## src/rtl/seq_multiplier.sv

```systemverilog
// Sequential shift-add multiplier: one adder, WIDTH accumulate cycles plus a sign-fixup cycle.
// Unsigned or two's-complement per operation, with valid/ready handshakes on both sides.
module seq_multiplier #(
    parameter int WIDTH = 8
) (
    input  logic               clk,
    input  logic               rst_n,
    input  logic               in_valid,
    output logic               in_ready,
    input  logic [WIDTH-1:0]   a,
    input  logic [WIDTH-1:0]   b,
    input  logic               signed_mode,
    output logic               out_valid,
    input  logic               out_ready,
    output logic [2*WIDTH-1:0] z,
    output logic               busy
);

    localparam int CW = $clog2(WIDTH + 1);

    typedef enum logic [1:0] {S_IDLE, S_CALC, S_DONE} state_t;

    state_t             r_state;
    state_t             w_next;
    logic [2*WIDTH-1:0] r_mcand;
    logic [2*WIDTH-1:0] r_acc;
    logic [2*WIDTH-1:0] r_z;
    logic [WIDTH-1:0]   r_mplier;
    logic [CW-1:0]      r_cnt;
    logic               r_sign;

    logic               w_accept;
    logic               w_handoff;
    logic               w_calc_end;
    logic [WIDTH-1:0]   w_mag_a;
    logic [WIDTH-1:0]   w_mag_b;
    logic               w_sign;

    assign w_accept   = in_valid && in_ready;
    assign w_handoff  = out_valid && out_ready;
    assign w_calc_end = (r_cnt == CW'(WIDTH));

    // Magnitude of the most negative value wraps to itself, which is correct read as unsigned.
    always_comb begin
        w_mag_a = (signed_mode && a[WIDTH-1]) ? ('0 - a) : a;
        w_mag_b = (signed_mode && b[WIDTH-1]) ? ('0 - b) : b;
        w_sign  = signed_mode && (a[WIDTH-1] ^ b[WIDTH-1]) && (|a) && (|b);
    end

    always_ff @(posedge clk) begin
        if (!rst_n) r_state <= S_IDLE;
        else        r_state <= w_next;
    end

    always_comb begin
        w_next = r_state;
        case (r_state)
            S_IDLE:  if (w_accept)   w_next = S_CALC;
            S_CALC:  if (w_calc_end) w_next = S_DONE;
            S_DONE:  if (w_handoff)  w_next = S_IDLE;
            default: w_next = S_IDLE;
        endcase
    end

    always_comb begin
        in_ready  = (r_state == S_IDLE);
        out_valid = (r_state == S_DONE);
        busy      = (r_state != S_IDLE);
        z         = r_z;
    end

    // WIDTH accumulate cycles, then one extra CALC cycle applies the sign into z.
    always_ff @(posedge clk) begin
        if (!rst_n) begin
            r_mcand  <= '0;
            r_mplier <= '0;
            r_acc    <= '0;
            r_cnt    <= '0;
            r_sign   <= 1'b0;
            r_z      <= '0;
        end else if (w_accept) begin
            r_mcand  <= {{WIDTH{1'b0}}, w_mag_a};
            r_mplier <= w_mag_b;
            r_acc    <= '0;
            r_cnt    <= '0;
            r_sign   <= w_sign;
        end else if (r_state == S_CALC) begin
            if (w_calc_end) begin
                r_z <= r_sign ? ('0 - r_acc) : r_acc;
            end else begin
                if (r_mplier[0]) r_acc <= r_acc + r_mcand;
                r_mcand  <= r_mcand << 1;
                r_mplier <= r_mplier >> 1;
                r_cnt    <= r_cnt + CW'(1);
            end
        end
    end

endmodule

```

## config.mk

```make
export PLATFORM = sky130hd
export DESIGN_NAME = seq_multiplier
export DESIGN_NICKNAME = d
export VERILOG_FILES = /design/src/rtl/seq_multiplier.sv
export SDC_FILE = /design/constraint.sdc
export NUM_CORES = 1
export LEC_CHECK = 0
export ABC_AREA = 1
export CAP_MARGIN = 20
export CORE_MARGIN = 3
export CORE_UTILIZATION = 63
export DETAILED_ROUTE_END_ITERATION = 7
export PLACE_DENSITY = 0.85
export SYNTH_ARGS = -nofsm -noshare
export SYNTH_HDL_FRONTEND = slang
export SYNTH_SLANG_ARGS = --single-unit
```

## constraint.sdc

```tcl
create_clock -name clk -period 2.5 [get_ports clk]
set_input_delay 0.25 -clock clk [delete_from_list [all_inputs] [get_ports clk]]
set_output_delay 0.25 -clock clk [all_outputs]
set_load 0.1 [all_outputs]
```

==> results.json, run 1 <==
{
  "dp.cells": 761,
  "post_cts_buffers": 0,
  "hold_viol_final": 0,
  "vias_per_cell": 5.48,
  "grt_max_degree": 22,
  "slew_viol_final": 0,
  "rsz0062_at_grt": "no",
  "die_h_um": 88.0,
  "wl_per_cell_um": 13.4,
  "cp.arrival_ns": 2.20,
  "maxSlewHeadroom_pct": 57.0,
  "p_sw_share_pct": 30.0,
  "synth_warnings": 0,
  "first_iter_violations": 240,
  "crit_fanout": 3,
  "path_clk_slew_ns": 0.07,
  "initial_core_util_pct": 66.0,
  "ctsResizeCount": 0,
  "syn_inst": 657,
  "first_pass_iters": 5,
  "regToRegSetupSlack_ns": 0.59,
  "grt_util_met1_pct": 33.3,
  "worstSetupStartpointType": "flip-flop",
  "use_met3_pct": 4.42,
  "cts_hold_buf": 0,
  "syn_area_mm2": 0.00424,
  "clockBufferDepth": 2,
  "routed_wl_um": 10400,
  "gr-usage-all-layers_pct": 28.3,
  "htree_levels": 3,
  "syn_area_per_cell_um2": 6.45,
  "r2r_start": "r_mcand[0]",
  "leakagePower_nw": 2.36,
  "seq_area_mm2": 0.00126,
  "dieWidth_um": 88.0,
  "syn2layout_area_growth_pct": 12.0,
  "final_cell_count_no_fill": 775,
  "setup_violations": 0,
  "row_count": 29,
  "final_layout_size_suffix_gt1_share_pct": 11.0,
  "cp-end-kind": "flip-flop",
  "cts_tree": "done",
  "antenna_left": 0,
  "fin_crit_ns": 1.91,
  "endpoint": "r_acc[8]",
  "tightest_slew_ns": 0.644,
  "p_clk_share_pct": 34.4,
  "cts_buffers": 9,
  "nets": 737,
  "timing.final.crit_share_pct": 76.2,
  "cp_data_required_time_ns": 2.79,
  "clkSinkCount": 63,
  "grt_busiest_layer": "met2",
  "fmax_mhz": 525,
  "grt.met2_usage_pct": 49.7,
  "combPwrFrac_pct": 17.8,
  "power.switching_mw": 0.681,
  "final.setup.tns_ns": 0,
  "cap_viol_max_count": 0,
  "dp_hpwl_um": 7730,
  "grt_pass1_vias": 3972,
  "num_vias": 4249,
  "ys_types": 40,
  "diodes": 0,
  "grt_pass1_wl_um": 17300,
  "hold_ws_ns": 0.477,
  "die_area_mm2": 0.00775,
  "yosysSeqAreaShare_pct": 29.8,
  "reg2reg_depth": 11,
  "cts-root-buf": "clkbuf_8",
  "core_mm2": 0.00642,
  "ys_seq_elements": 63,
  "reg2reg_to": "r_acc[8]",
  "pwr-share-seq_pct": 47.8,
  "fillers": 523,
  "critPathLaunch": "r_mcand[0]",
  "status": "completed",
  "intPower_mw": 1.59,
  "insertion_delay_ns": 0.34,
  "vdd_drop_max_v": 0.000329,
  "place.gp.congestion": 0.930,
  "critPathKind": "flip-flop to flip-flop",
  "gr-total-overflow": 0,
  "multiInputGateArea_mm2": 0.00242,
  "drc": 0,
  "antenna_found_initial": 0,
  "fin_skew_ns": 0.00687,
  "pin_count": 40,
  "power_per_cell_area_mw_per_mm2": 479,
  "syn-num-nets": 699,
  "worstHoldPathType": "flip-flop to flip-flop",
  "io_buffer_count": 39
}
-- registers in the layout (all words and copies together), names as in the netlist --
name	flops
r_state	2
z	16
r_mplier	8
r_mcand	16
r_acc	16
r_cnt	4
r_sign	1
-- cell families after synthesis --
logic type,synth area share [%]
buf+inv,13.2
xor+xnor,2.69
flops,29.8
fa+ha+maj,6.38
simple gates,33.6
compound gates,14.4
-- worst max-delay path, stage by stage (launching register included) --
cell and delay (ns):
dfxtp_1 0.38, ha_1 0.19, inv_1 0.06, fa_1 0.41, inv_1 0.09, nand3_1 0.07, nand3_1 0.12, a21oi_1 0.10
or2_2 0.28, nand3_1 0.07, nand2_1 0.06, inv_1 0.05
-- layout make-up --
cell class	instances	area share, %
multi-input combinational	468	51.0
timing repair buffer	46	8.33
clock inverter	1	0.105
sequential	63	26.6
tap	77	2.03
clock buffer	13	3.35
inverter	107	8.65
-- through the flow --
stage	util (%)	cell area, µm²	power (mW)	worst slack [ns]
after floorplan	-	4240	1.40	0.360
after global placement	71.3	4580	1.49	0.703
after detailed placement	71.3	4580	1.50	0.608
after CTS	73.9	4750	2.27	0.596
after global routing	73.9	4750	2.37	0.452
final	73.9	4750	2.27	0.594
-- cells in the mapped netlist --
cell type	n	area (µm²)
or2_2	2	12.5
fa_1	1	20.0
inv_1	99	372
buf_6	3	33.8
a21oi_1	42	210
nand2_2	10	62.6
xnor2_1	4	35.0
inv_2	6	22.5
clkinv_2	1	5.00
buf_8	1	15.0
nand3b_1	1	7.51
nand2_1	173	649
o21bai_1	1	7.51
nor2_4	5	56.3
nand3_1	55	275
nor3_1	5	25.0
o211ai_1	5	37.5
inv_8	1	11.3
nor2_1	57	214
a31oi_1	4	25.0
o21ai_0	42	210
nor3_2	1	10.0
buf_4	5	37.5
o21ai_2	1	8.76
dfxtp_1	63	1260
ha_1	20	250
nor2_8	1	20.0
clkbuf_1	1	3.75
xor2_1	9	78.8
nand4_1	10	62.6
o221ai_1	2	17.5
buf_1	1	3.75
o21ai_1	5	25.0
nand3_2	1	10.0
nor2_2	3	18.8
a21oi_2	7	61.3
buf_2	6	30.0
o21a_1	1	7.51
clkbuf_2	1	5.00
buf_12	1	20.0
-- how the worst min path moves through the flow --
stage | from | endpoint | depth (start not counted)
floorplan | signed_mode | r_sign | 2
global placement | r_mplier[5] | r_mplier[5] | 2
detailed placement | r_mplier[2] | r_mplier[2] | 2
CTS | r_mplier[2] | r_mplier[2] | 2
global route | r_mplier[2] | r_mplier[2] | 2
finish | r_mplier[2] | r_mplier[2] | 2
-- cells in the final DEF, fill, tap and decap left out, types with 6 or more instances in the layout --
| master | instances |
|---|---|
| a21oi_2 | 7 |
| xor2_1 | 9 |
| inv_1 | 99 |
| nand4_1 | 10 |
| ha_1 | 20 |
| inv_2 | 6 |
| nand3_1 | 55 |
| nand2_2 | 10 |
| clkbuf_8 | 11 |
| nand2_1 | 173 |
| buf_4 | 26 |
| o21ai_0 | 42 |
| dfxtp_1 | 63 |
| a21oi_1 | 42 |
| clkdlybuf4s50_1 | 20 |
| nor2_1 | 57 |
-- power by group through the flow --
stage          registers (mW)  logic, mW  clock network [mW]
6_report                 1.09      0.405               0.782
5_1_grt                  1.09      0.450               0.832
4_1_cts                  1.08      0.403               0.785
3_5_place_dp             1.11      0.397                   0
3_3_place_gp             1.11      0.386                   0
2_1_floorplan            1.09      0.310                   0
-- routing by layer --
| layer | up-vias | share of wire, % |
|---|---|---|
| met5 | - | 0 |
| li1 | 2172 | - |
| met4 | 0 | 3.5 |
| met3 | 31 | 6.0 |
| met1 | 1911 | 42 |
| met2 | 135 | 48 |
Note: power is estimated with default switching activity, not from simulation.
==> run 2, diff against run 1 <==
--- a/config.mk
+++ b/config.mk
@@ -8,9 +8,9 @@
 export ABC_AREA = 1
 export CAP_MARGIN = 20
 export CORE_MARGIN = 3
-export CORE_UTILIZATION = 63
+export CORE_UTILIZATION = 52
 export DETAILED_ROUTE_END_ITERATION = 7
-export PLACE_DENSITY = 0.85
+export PLACE_DENSITY = 0.74
 export SYNTH_ARGS = -nofsm -noshare
 export SYNTH_HDL_FRONTEND = slang
 export SYNTH_SLANG_ARGS = --single-unit
==> constraint.sdc (replaced) <==
create_clock -name clk -period 1.55 [get_ports clk]
set_input_delay 0.155 -clock clk [delete_from_list [all_inputs] [get_ports clk]]
set_output_delay 0.155 -clock clk [all_outputs]
set_load 0.1 [all_outputs]
==> results.json, run 2 (same netlist as run 1, synthesis figures left out) <==
{
  "status": "finished with violations",
  "violations": "negative setup slack",
  "antenna_left": 0,
  "dpl_cell_area_mm2": 0.00530,
  "worstHoldPathType": "input port to flip-flop",
  "final.setup.tns_ns": -1.70,
  "grt_pass1_vias": 4248,
  "crit_fanout": 6,
  "critPathKind": "flip-flop to flip-flop",
  "initial_core_util_pct": 54.3,
  "grt_pass1_wl_um": 19300,
  "p_clk_share_pct": 37.6,
  "gr-usage-all-layers_pct": 26.6,
  "power_per_cell_area_mw_per_mm2": 699,
  "cts_buffers": 9,
  "final_cell_count_no_fill": 861,
  "intPower_mw": 3.07,
  "power.switching_mw": 1.28,
  "die_h_um": 96.3,
  "tightest_slew_ns": 0.529,
  "slew_viol_final": 0,
  "rsz0062_at_grt": "yes",
  "num_vias": 4823,
  "cp-end-kind": "flip-flop",
  "fin_skew_ns": 0.00963,
  "dieWidth_um": 96.3,
  "io_buffer_count": 39,
  "wl_per_cell_um": 16.0,
  "diodes": 0,
  "final_cell_mix": "151 x nand2_1, 93 x inv_1, 54 x nor2_1",
  "die_area_mm2": 0.00927,
  "gr-total-overflow": 0,
  "cts_tree": "done",
  "core_mm2": 0.00781,
  "dp.cells": 832,
  "first_iter_violations": 466,
  "clockBufferDepth": 2,
  "antenna_found_initial": 0,
  "cap_viol_max_count": 0,
  "routed_wl_um": 13800,
  "fin_crit_ns": 1.68,
  "p_sw_share_pct": 29.4,
  "setup_slack_ns": -0.125,
  "vias_per_cell": 5.60,
  "htree_levels": 3,
  "syn2layout_area_growth_pct": 46.6,
  "dp_slack_ns": -0.0755,
  "final_util_pct": 79.6,
  "place.gp.congestion": 0.932,
  "hold_viol_final": 0,
  "vdd_drop_max_v": 0.000454,
  "final_common_cell": "nand2_1",
  "timing.final.crit_share_pct": 108,
  "final_layout_size_suffix_gt1_share_pct": 33.3,
  "setup_violations": 36,
  "pwr-share-seq_pct": 40.7,
  "cp.arrival_ns": 1.95,
  "first_pass_iters": 7,
  "finalPower_mw": 4.35,
  "grt_max_degree": 34,
  "hold_ws_ns": 0.411,
  "clkSinkCount": 63,
  "path_clk_slew_ns": 0.07,
  "cts_hold_buf": 0,
  "row_count": 32,
  "leakagePower_nw": 2.85,
  "drc": 0,
  "dp_hpwl_um": 8290,
  "cp_data_required_time_ns": 1.83,
  "insertion_delay_ns": 0.35,
  "combPwrFrac_pct": 21.8,
  "final_area_mm2": 0.00621,
  "maxSlewHeadroom_pct": 64.7,
  "pin_count": 40,
  "worstSetupStartpointType": "flip-flop",
  "cts-root-buf": "clkbuf_8",
  "nets": 796,
  "fmax_mhz": 597
}
run 2: layer usage:
layer	share of wire, %	global-route usage (%)	up-vias
li1	-	-	2290
met1	41	36.0	2204
met2	47	41.6	272
met3	8.4	5.32	57
met4	3.4	10.3	0
met5	0	0	-
run 2: power by group through the flow:
stage / sequential (mW) / combinational, mW / clock (mW)
after floorplan: 1.76 / 0.513 / 0
after global placement: 1.77 / 0.763 / 0
after detailed placement: 1.77 / 0.778 / 0
after CTS: 1.75 / 0.813 / 1.61
after global routing: 1.77 / 1.02 / 1.71
final: 1.77 / 0.946 / 1.63
run 2: final timing paths:
| kind | to | start | slack (ns) | depth (start not counted) |
|---|---|---|---|---|
| setup / recovery | r_mplier[2] | r_cnt[1] | -0.13 | 11 |
| hold / removal | r_state[1] | out_ready | 0.41 | 4 |
| setup reg to reg | r_mplier[2] | r_cnt[1] | -0.13 | 11 |
| hold reg to reg | r_mplier[7] | r_mplier[7] | 0.47 | 2 |
run 2: final cells by class:
| type | instances | area, µm² |
|---|---|---|
| repair buffers | 105 | 1210 |
| multi-input cells | 468 | 2930 |
| fillers | 462 | 1590 |
| clock buffers | 14 | 193 |
| flip-flops and latches | 63 | 1290 |
| inverters | 107 | 419 |
| clock inverters | 2 | 35.0 |
| well taps | 102 | 128 |
run 2: repair_timing:
action / CTS / global route
cloned: 0 / 4
setup endpoints to repair: 25 / 57
pin swaps: 5 / 31
endpoints found under the hold margin: 0 / 0
gates resized for setup: 29 / 121
buffers inserted: 3 / 6
run 2: worst max-delay path, cell delays in order (launching register included):
cell and delay (ns):
dfxtp_2 0.32, inv_2 0.07, ha_4 0.14, nand2_4 0.05, nor2_4 0.17, buf_6 0.12, nor2_4 0.04, buf_12 0.14
nor2_8 0.16, clkbuf_16 0.18, nand2_2 0.05, a21oi_2 0.14
